===== config.mk =====
export PLATFORM = sky130hd
export DESIGN_NAME = rle_capture_wr
export DESIGN_NICKNAME = d
export VERILOG_FILES = /design/src/rtl/rle_capture_wr.sv
export SDC_FILE = /design/constraint.sdc
export NUM_CORES = 1
export LEC_CHECK = 0
export BUFFER_PORTS_ARGS = -buffer_cell sky130_fd_sc_hd__buf_4
export CAP_MARGIN = 15
export CORE_MARGIN = 5
export CORE_UTILIZATION = 54
export CTS_CLUSTER_DIAMETER = 120
export DETAILED_ROUTE_END_ITERATION = 10
export MAX_ROUTING_LAYER = met4
export PLACE_DENSITY = 0.85
export SKIP_LAST_GASP = 1
export SLEW_MARGIN = 20
export SYNTH_ARGS = -nofsm -noshare
export SYNTH_HDL_FRONTEND = slang
export SYNTH_SLANG_ARGS = --single-unit

===== constraint.sdc =====
create_clock -name clk_i -period 3.9 [get_ports clk_i]
set_input_delay 0.195 -clock clk_i [delete_from_list [all_inputs] [get_ports clk_i]]
set_output_delay 0.195 -clock clk_i [all_outputs]
set_load 0.1 [all_outputs]

===== src/rtl/rle_capture_wr.sv =====
// Run-length capture engine driving the write port (a_*) of the dual-clock 1Kx36 capture RAM.
// Define RLE_COMPRESS_EN for run-length compression; the default build stores every sample raw.
module rle_capture_wr #(
  parameter int DEPTH_LEN  = 1024,
  parameter int DEPTH_BITS = 10,
  parameter int DATA_BITS  = 32,
  parameter int RLE_BITS   = 4
) (
  input  logic                          clk_i,
  input  logic                          reset_n_i,
  input  logic                          arm_i,
  input  logic                          sample_en_i,
  input  logic [DATA_BITS-1:0]          din_i,
  input  logic                          trigger_i,
  input  logic [DEPTH_BITS-1:0]         post_len_i,
  output logic                          a_en_o,
  output logic                          a_we_o,
  output logic [DEPTH_BITS-1:0]         a_addr_o,
  output logic [RLE_BITS+DATA_BITS-1:0] a_di_o,
  output logic                          armed_o,
  output logic                          done_o,
  output logic                          wrapped_o,
  output logic [DEPTH_BITS-1:0]         trig_addr_o
);

  localparam logic [DEPTH_BITS-1:0] ADDR_LAST = DEPTH_BITS'(DEPTH_LEN - 1);
  localparam logic [DEPTH_BITS-1:0] ONE       = DEPTH_BITS'(1);

  typedef enum logic [1:0] {IDLE, ARMED, POST, DONE} state_t;

  state_t state_q, state_d;

  logic                          capturing;
  logic                          sampleQual;
  logic                          trigQual;
  logic                          doWrite;
  logic                          finishNow;
  logic [DEPTH_BITS-1:0]         postLenEff;
  logic [DEPTH_BITS-1:0]         postCntLoad;
  logic [DEPTH_BITS-1:0]         writeAddr;
  logic [DEPTH_BITS-1:0]         trigAddrNew;
  logic [RLE_BITS+DATA_BITS-1:0] wordDi;

  logic                          aEn_q;
  logic                          aWe_q, aWe_d;
  logic [DEPTH_BITS-1:0]         aAddr_q, aAddr_d;
  logic [RLE_BITS+DATA_BITS-1:0] aDi_q, aDi_d;
  logic                          armed_q, armed_d;
  logic                          done_q, done_d;
  logic                          wrapped_q, wrapped_d;
  logic [DEPTH_BITS-1:0]         trigAddr_q, trigAddr_d;
  logic [DEPTH_BITS-1:0]         postCnt_q, postCnt_d;
  logic                          lastWrite_q, lastWrite_d;

  function automatic logic [DEPTH_BITS-1:0] incAddr(input logic [DEPTH_BITS-1:0] addr);
    return (addr == ADDR_LAST) ? '0 : addr + ONE;
  endfunction

  // A pending write still owns a_addr_q, so a write issued now lands one slot further on.
  assign capturing  = (state_q == ARMED) || (state_q == POST);
  assign sampleQual = sample_en_i && capturing && !arm_i;
  assign trigQual   = sampleQual && trigger_i && (state_q == ARMED);
  assign postLenEff = (post_len_i == '0) ? ONE : post_len_i;
  assign writeAddr  = aWe_q ? incAddr(aAddr_q) : aAddr_q;

`ifdef RLE_COMPRESS_EN
  localparam logic [RLE_BITS-1:0] CNT_MAX = '1;

  logic                 holdValid_q, holdValid_d;
  logic [DATA_BITS-1:0] holdData_q, holdData_d;
  logic [RLE_BITS-1:0]  holdCnt_q, holdCnt_d;

  always_comb begin
    doWrite     = 1'b0;
    holdValid_d = holdValid_q;
    holdData_d  = holdData_q;
    holdCnt_d   = holdCnt_q;
    if (arm_i) begin
      holdValid_d = 1'b0;
      holdCnt_d   = '0;
    end else if (sampleQual) begin
      if (!holdValid_q) begin
        holdValid_d = 1'b1;
        holdData_d  = din_i;
        holdCnt_d   = '0;
      end else if ((din_i == holdData_q) && (holdCnt_q != CNT_MAX) && !trigQual) begin
        holdCnt_d = holdCnt_q + RLE_BITS'(1);
      end else begin
        doWrite    = 1'b1;
        holdData_d = din_i;
        holdCnt_d  = '0;
      end
      // The partial run left over after the final post-trigger word is dropped.
      if (doWrite && (state_q == POST) && (postCnt_q == ONE)) begin
        holdValid_d = 1'b0;
      end
    end
    wordDi      = {holdCnt_q, holdData_q};
    trigAddrNew = doWrite ? incAddr(writeAddr) : writeAddr;
  end

  assign finishNow   = doWrite && (state_q == POST) && (postCnt_q == ONE);
  assign postCntLoad = postLenEff;

  always_ff @(posedge clk_i) begin
    if (!reset_n_i) begin
      holdValid_q <= 1'b0;
      holdData_q  <= '0;
      holdCnt_q   <= '0;
    end else begin
      holdValid_q <= holdValid_d;
      holdData_q  <= holdData_d;
      holdCnt_q   <= holdCnt_d;
    end
  end
`else
  // Raw mode: the trigger sample is itself the first post-trigger word.
  always_comb begin
    doWrite     = sampleQual;
    wordDi      = {{RLE_BITS{1'b0}}, din_i};
    trigAddrNew = writeAddr;
  end

  assign finishNow   = doWrite && (((state_q == POST) && (postCnt_q == ONE)) ||
                                   (trigQual && (postLenEff == ONE)));
  assign postCntLoad = postLenEff - ONE;
`endif

  always_ff @(posedge clk_i) begin
    if (!reset_n_i) begin
      state_q <= IDLE;
    end else begin
      state_q <= state_d;
    end
  end

  always_comb begin
    state_d = state_q;
    if (arm_i) begin
      state_d = ARMED;
    end else begin
      case (state_q)
        ARMED: begin
          if (finishNow) begin
            state_d = DONE;
          end else if (trigQual) begin
            state_d = POST;
          end
        end
        POST: begin
          if (finishNow) begin
            state_d = DONE;
          end
        end
        default: state_d = state_q;
      endcase
    end
  end

  always_comb begin
    aWe_d       = doWrite;
    aDi_d       = doWrite ? wordDi : aDi_q;
    aAddr_d     = aWe_q ? incAddr(aAddr_q) : aAddr_q;
    wrapped_d   = wrapped_q || (aWe_q && (aAddr_q == ADDR_LAST));
    trigAddr_d  = trigQual ? trigAddrNew : trigAddr_q;
    lastWrite_d = finishNow;
    armed_d     = armed_q;
    done_d      = done_q;
    postCnt_d   = postCnt_q;
    if (trigQual) begin
      postCnt_d = postCntLoad;
    end else if (doWrite && (state_q == POST)) begin
      postCnt_d = postCnt_q - ONE;
    end
    if (lastWrite_q) begin
      armed_d = 1'b0;
      done_d  = 1'b1;
    end
    if (arm_i) begin
      aAddr_d   = '0;
      wrapped_d = 1'b0;
      armed_d   = 1'b1;
      done_d    = 1'b0;
    end
  end

  always_ff @(posedge clk_i) begin
    if (!reset_n_i) begin
      aEn_q       <= 1'b0;
      aWe_q       <= 1'b0;
      aAddr_q     <= '0;
      aDi_q       <= '0;
      armed_q     <= 1'b0;
      done_q      <= 1'b0;
      wrapped_q   <= 1'b0;
      trigAddr_q  <= '0;
      postCnt_q   <= '0;
      lastWrite_q <= 1'b0;
    end else begin
      aEn_q       <= 1'b1;
      aWe_q       <= aWe_d;
      aAddr_q     <= aAddr_d;
      aDi_q       <= aDi_d;
      armed_q     <= armed_d;
      done_q      <= done_d;
      wrapped_q   <= wrapped_d;
      trigAddr_q  <= trigAddr_d;
      postCnt_q   <= postCnt_d;
      lastWrite_q <= lastWrite_d;
    end
  end

  assign a_en_o      = aEn_q;
  assign a_we_o      = aWe_q;
  assign a_addr_o    = aAddr_q;
  assign a_di_o      = aDi_q;
  assign armed_o     = armed_q;
  assign done_o      = done_q;
  assign wrapped_o   = wrapped_q;
  assign trig_addr_o = trigAddr_q;

endmodule

==> impl_metrics.json <==
{
  "critPathCaptureType": "flop",
  "grt_pass1_wl_mm": 14.08,
  "crit_start": "state_q[0]",
  "use_met3": 0.04278,
  "postRouteAntennaNets": 0,
  "numClockSinks": 70,
  "grt_use_met2": 0.3853,
  "routed_wl_mm": 8.876,
  "startpoint_type": "flop",
  "dpl_cell_area_um2": 3938,
  "met1_usage": 0.2956,
  "diodes": 0,
  "holdWs_ns": 0.09057,
  "yosysTopAreaCell": "dfxtp_1",
  "leakage_nw": 1.660,
  "grt_max_degree": 44,
  "finClkSkew_ns": 0.01024,
  "dr.first_iter.drc_count": 329,
  "r2r_cells": 6,
  "cts-root-buf": "clkbuf_8",
  "min_path_cells": 3,
  "report.final.setup_viol": 0,
  "avgSynthCellArea_um2": 8.039,
  "ys_types": 56,
  "maxCapViolCount": 0,
  "async_flop_share": 0,
  "setup_tns_ns": 0,
  "finalCritPeriodShare": 0.6568,
  "fin_area_um2": 4135,
  "yosysTopAreaCellShare": 0.4436,
  "hold_start": "din_i[6]",
  "grt-busiest-layer": "met2",
  "clk_pin_slew_ns": 0.08,
  "first_pass_iters": 5,
  "viasPerCell": 5.682,
  "utilization": 0.7374,
  "yosys_warnings": 0,
  "crit_type": "reg2reg",
  "antenna_found_initial": 0,
  "synthMostInstantiatedCell": "nand2_1",
  "place.detailed.hpwl_mm": 6.296,
  "vias": 3216,
  "peakVddDrop_v": 0.0003468,
  "drive_gt1_frac": 0.2652,
  "fin_crit_ns": 2.561,
  "num_io_pins": 108,
  "cts_buffer_depth": 2,
  "synthTopCellsByArea": "dfxtp_1 44%, nand2_1 10%, a21oi_1 7.9%",
  "cts_buffers": 9,
  "crit_fanout": 24,
  "fmax_mhz": 390.4,
  "cp_cell_sequence": "inv_1 -> ha_1 -> or3b_1 -> nor2_4 -> nand2_1 -> o31ai_1",
  "drv_slew": 0,
  "core_area_um2": 5608,
  "cts_tree": "done",
  "slowest_stage": "or3b_1",
  "area_growth_pct": 30.89,
  "cp.arrival_ns": 2.81,
  "die_y_um": 86.49,
  "synth_cells": 393,
  "rsz0062_at_grt": "false",
  "yosysSeqAreaShare": 0.4436,
  "grt_usage": 0.2394,
  "gp_congestion": 0.8770,
  "ctsResizeCount": 0,
  "hold_buffers": 0,
  "start_util": 0.5634,
  "critPathRequiredTime_ns": 4.15,
  "power_density_nw_per_um2": 381.3,
  "synth.cell_area_um2": 3159,
  "worstHoldPathType": "in2reg",
  "synth_common_cells": "86 x nand2_1, 70 x dfxtp_1, 50 x a21oi_1",
  "r2r-start": "state_q[0]",
  "grt_pass1_vias": 3103,
  "post_cts_buffers": 0,
  "io_buffer_count": 103,
  "fin_nets": 543,
  "die_area_um2": 7481,
  "cts.htree.levels": 3,
  "outcome": "complete, no violations",
  "drcViolationCount": 0,
  "row_count": 27,
  "max_stage_delay_ns": 0.74,
  "synth-edff-count": 0,
  "fp.dieW_um": 86.49,
  "overflow": 0,
  "hold_viol": 0,
  "clkLatencyLatePin_ns": 0.34,
  "maxSlewHeadroom": 0.4153,
  "ys_ff_latch": 70,
  "wl_per_cell_um": 15.68,
  "synthFlopType": "dfxtp_1",
  "worstMarginPinSlew_ns": 0.8771
}
flip-flops by register name, summed over array words and instances, names as in the netlist:
name and cells:
wrapped_o 1, trig_addr_o 10, a_addr_o 10, a_we_o 1, a_en_o 1, armed_o 1, postCnt_q 10, done_o 1
lastWrite_q 1, a_di_o 32, state_q 2
power breakdown:
| part | internal (mW) | switching (mW) |
|---|---|---|
| Clock | 0.299 | 0.288 |
| Combinational | 0.0723 | 0.179 |
| Sequential | 0.730 | 0.00954 |
metrics by stage:
stage                     setup slack (ns)  total power [mW]  cells
final                                1.339             1.577    566
after global routing                 1.180             1.637    566
after CTS                            1.367             1.581    566
after detailed placement             1.382             1.005    550
after global placement               1.502             1.002    550
after floorplan                      1.793            0.9279    396
area by class of cell:
class / count / area [um2]
clock buffers: 10 / 127.6
clock inverters: 6 / 70.07
fillers: 439 / 1473
inverters: 13 / 48.80
multi-input cells: 288 / 1594
flip-flops and latches: 70 / 1401
well taps: 72 / 90.09
repair buffers: 107 / 803.3
kinds of logic after synthesis:
group                    count (synthesis)  synth area share
AO/OA/AOI/OAI                          102            0.1972
XOR/XNOR                                 9           0.02495
adder cells (fa/ha/maj)                  7           0.02772
buffers and inverters                   38           0.05742
flip-flops                              70            0.4436
multiplexers                             1          0.003168
other                                    1          0.001187
AND/OR/NAND/NOR                        165            0.2448
per-layer routing:
metal	up-vias	share of wire
met1	1495	0.41
met4	0	0.020
met2	148	0.50
met5	-	0
met3	21	0.069
li1	1552	-
final timing paths:
check	to	slack [ns]
worst min-delay path	a_di_o[6]	0.09
worst min register to register	a_di_o[12]	0.46
worst max register to register	trig_addr_o[7]	1.34
worst max-delay path	trig_addr_o[7]	1.34
worst max-delay path, delay by kind of cell, from the launching register on:
kind / cells / cell delay (ns)
AND/OR/NAND/NOR: 3 / 1.45
AO/OA/AOI/OAI: 1 / 0.26
flip-flops: 1 / 0.35
adder cells (fa/ha/maj): 1 / 0.34
buffers and inverters: 1 / 0.06
layout by cell type, fill, tap and decap left out, types with 3 or more instances in the layout:
| cell | n |
|---|---|
| a311oi_1 | 3 |
| nand4_1 | 4 |
| and3_1 | 6 |
| clkinvlp_4 | 3 |
| a21oi_1 | 50 |
| o31ai_1 | 4 |
| dfxtp_1 | 70 |
| nor3b_1 | 3 |
| ha_1 | 7 |
| nor2_1 | 27 |
| o21ai_0 | 12 |
| a211oi_1 | 5 |
| nand2_1 | 86 |
| buf_4 | 107 |
| or3_1 | 3 |
| clkbuf_8 | 9 |
| a31oi_1 | 9 |
| conb_1 | 4 |
| xnor2_1 | 3 |
| xor2_1 | 6 |
| nor3_1 | 5 |
| and2_1 | 3 |
| nand3_1 | 11 |
| inv_1 | 12 |
Note: power is estimated with default switching activity, not from simulation.
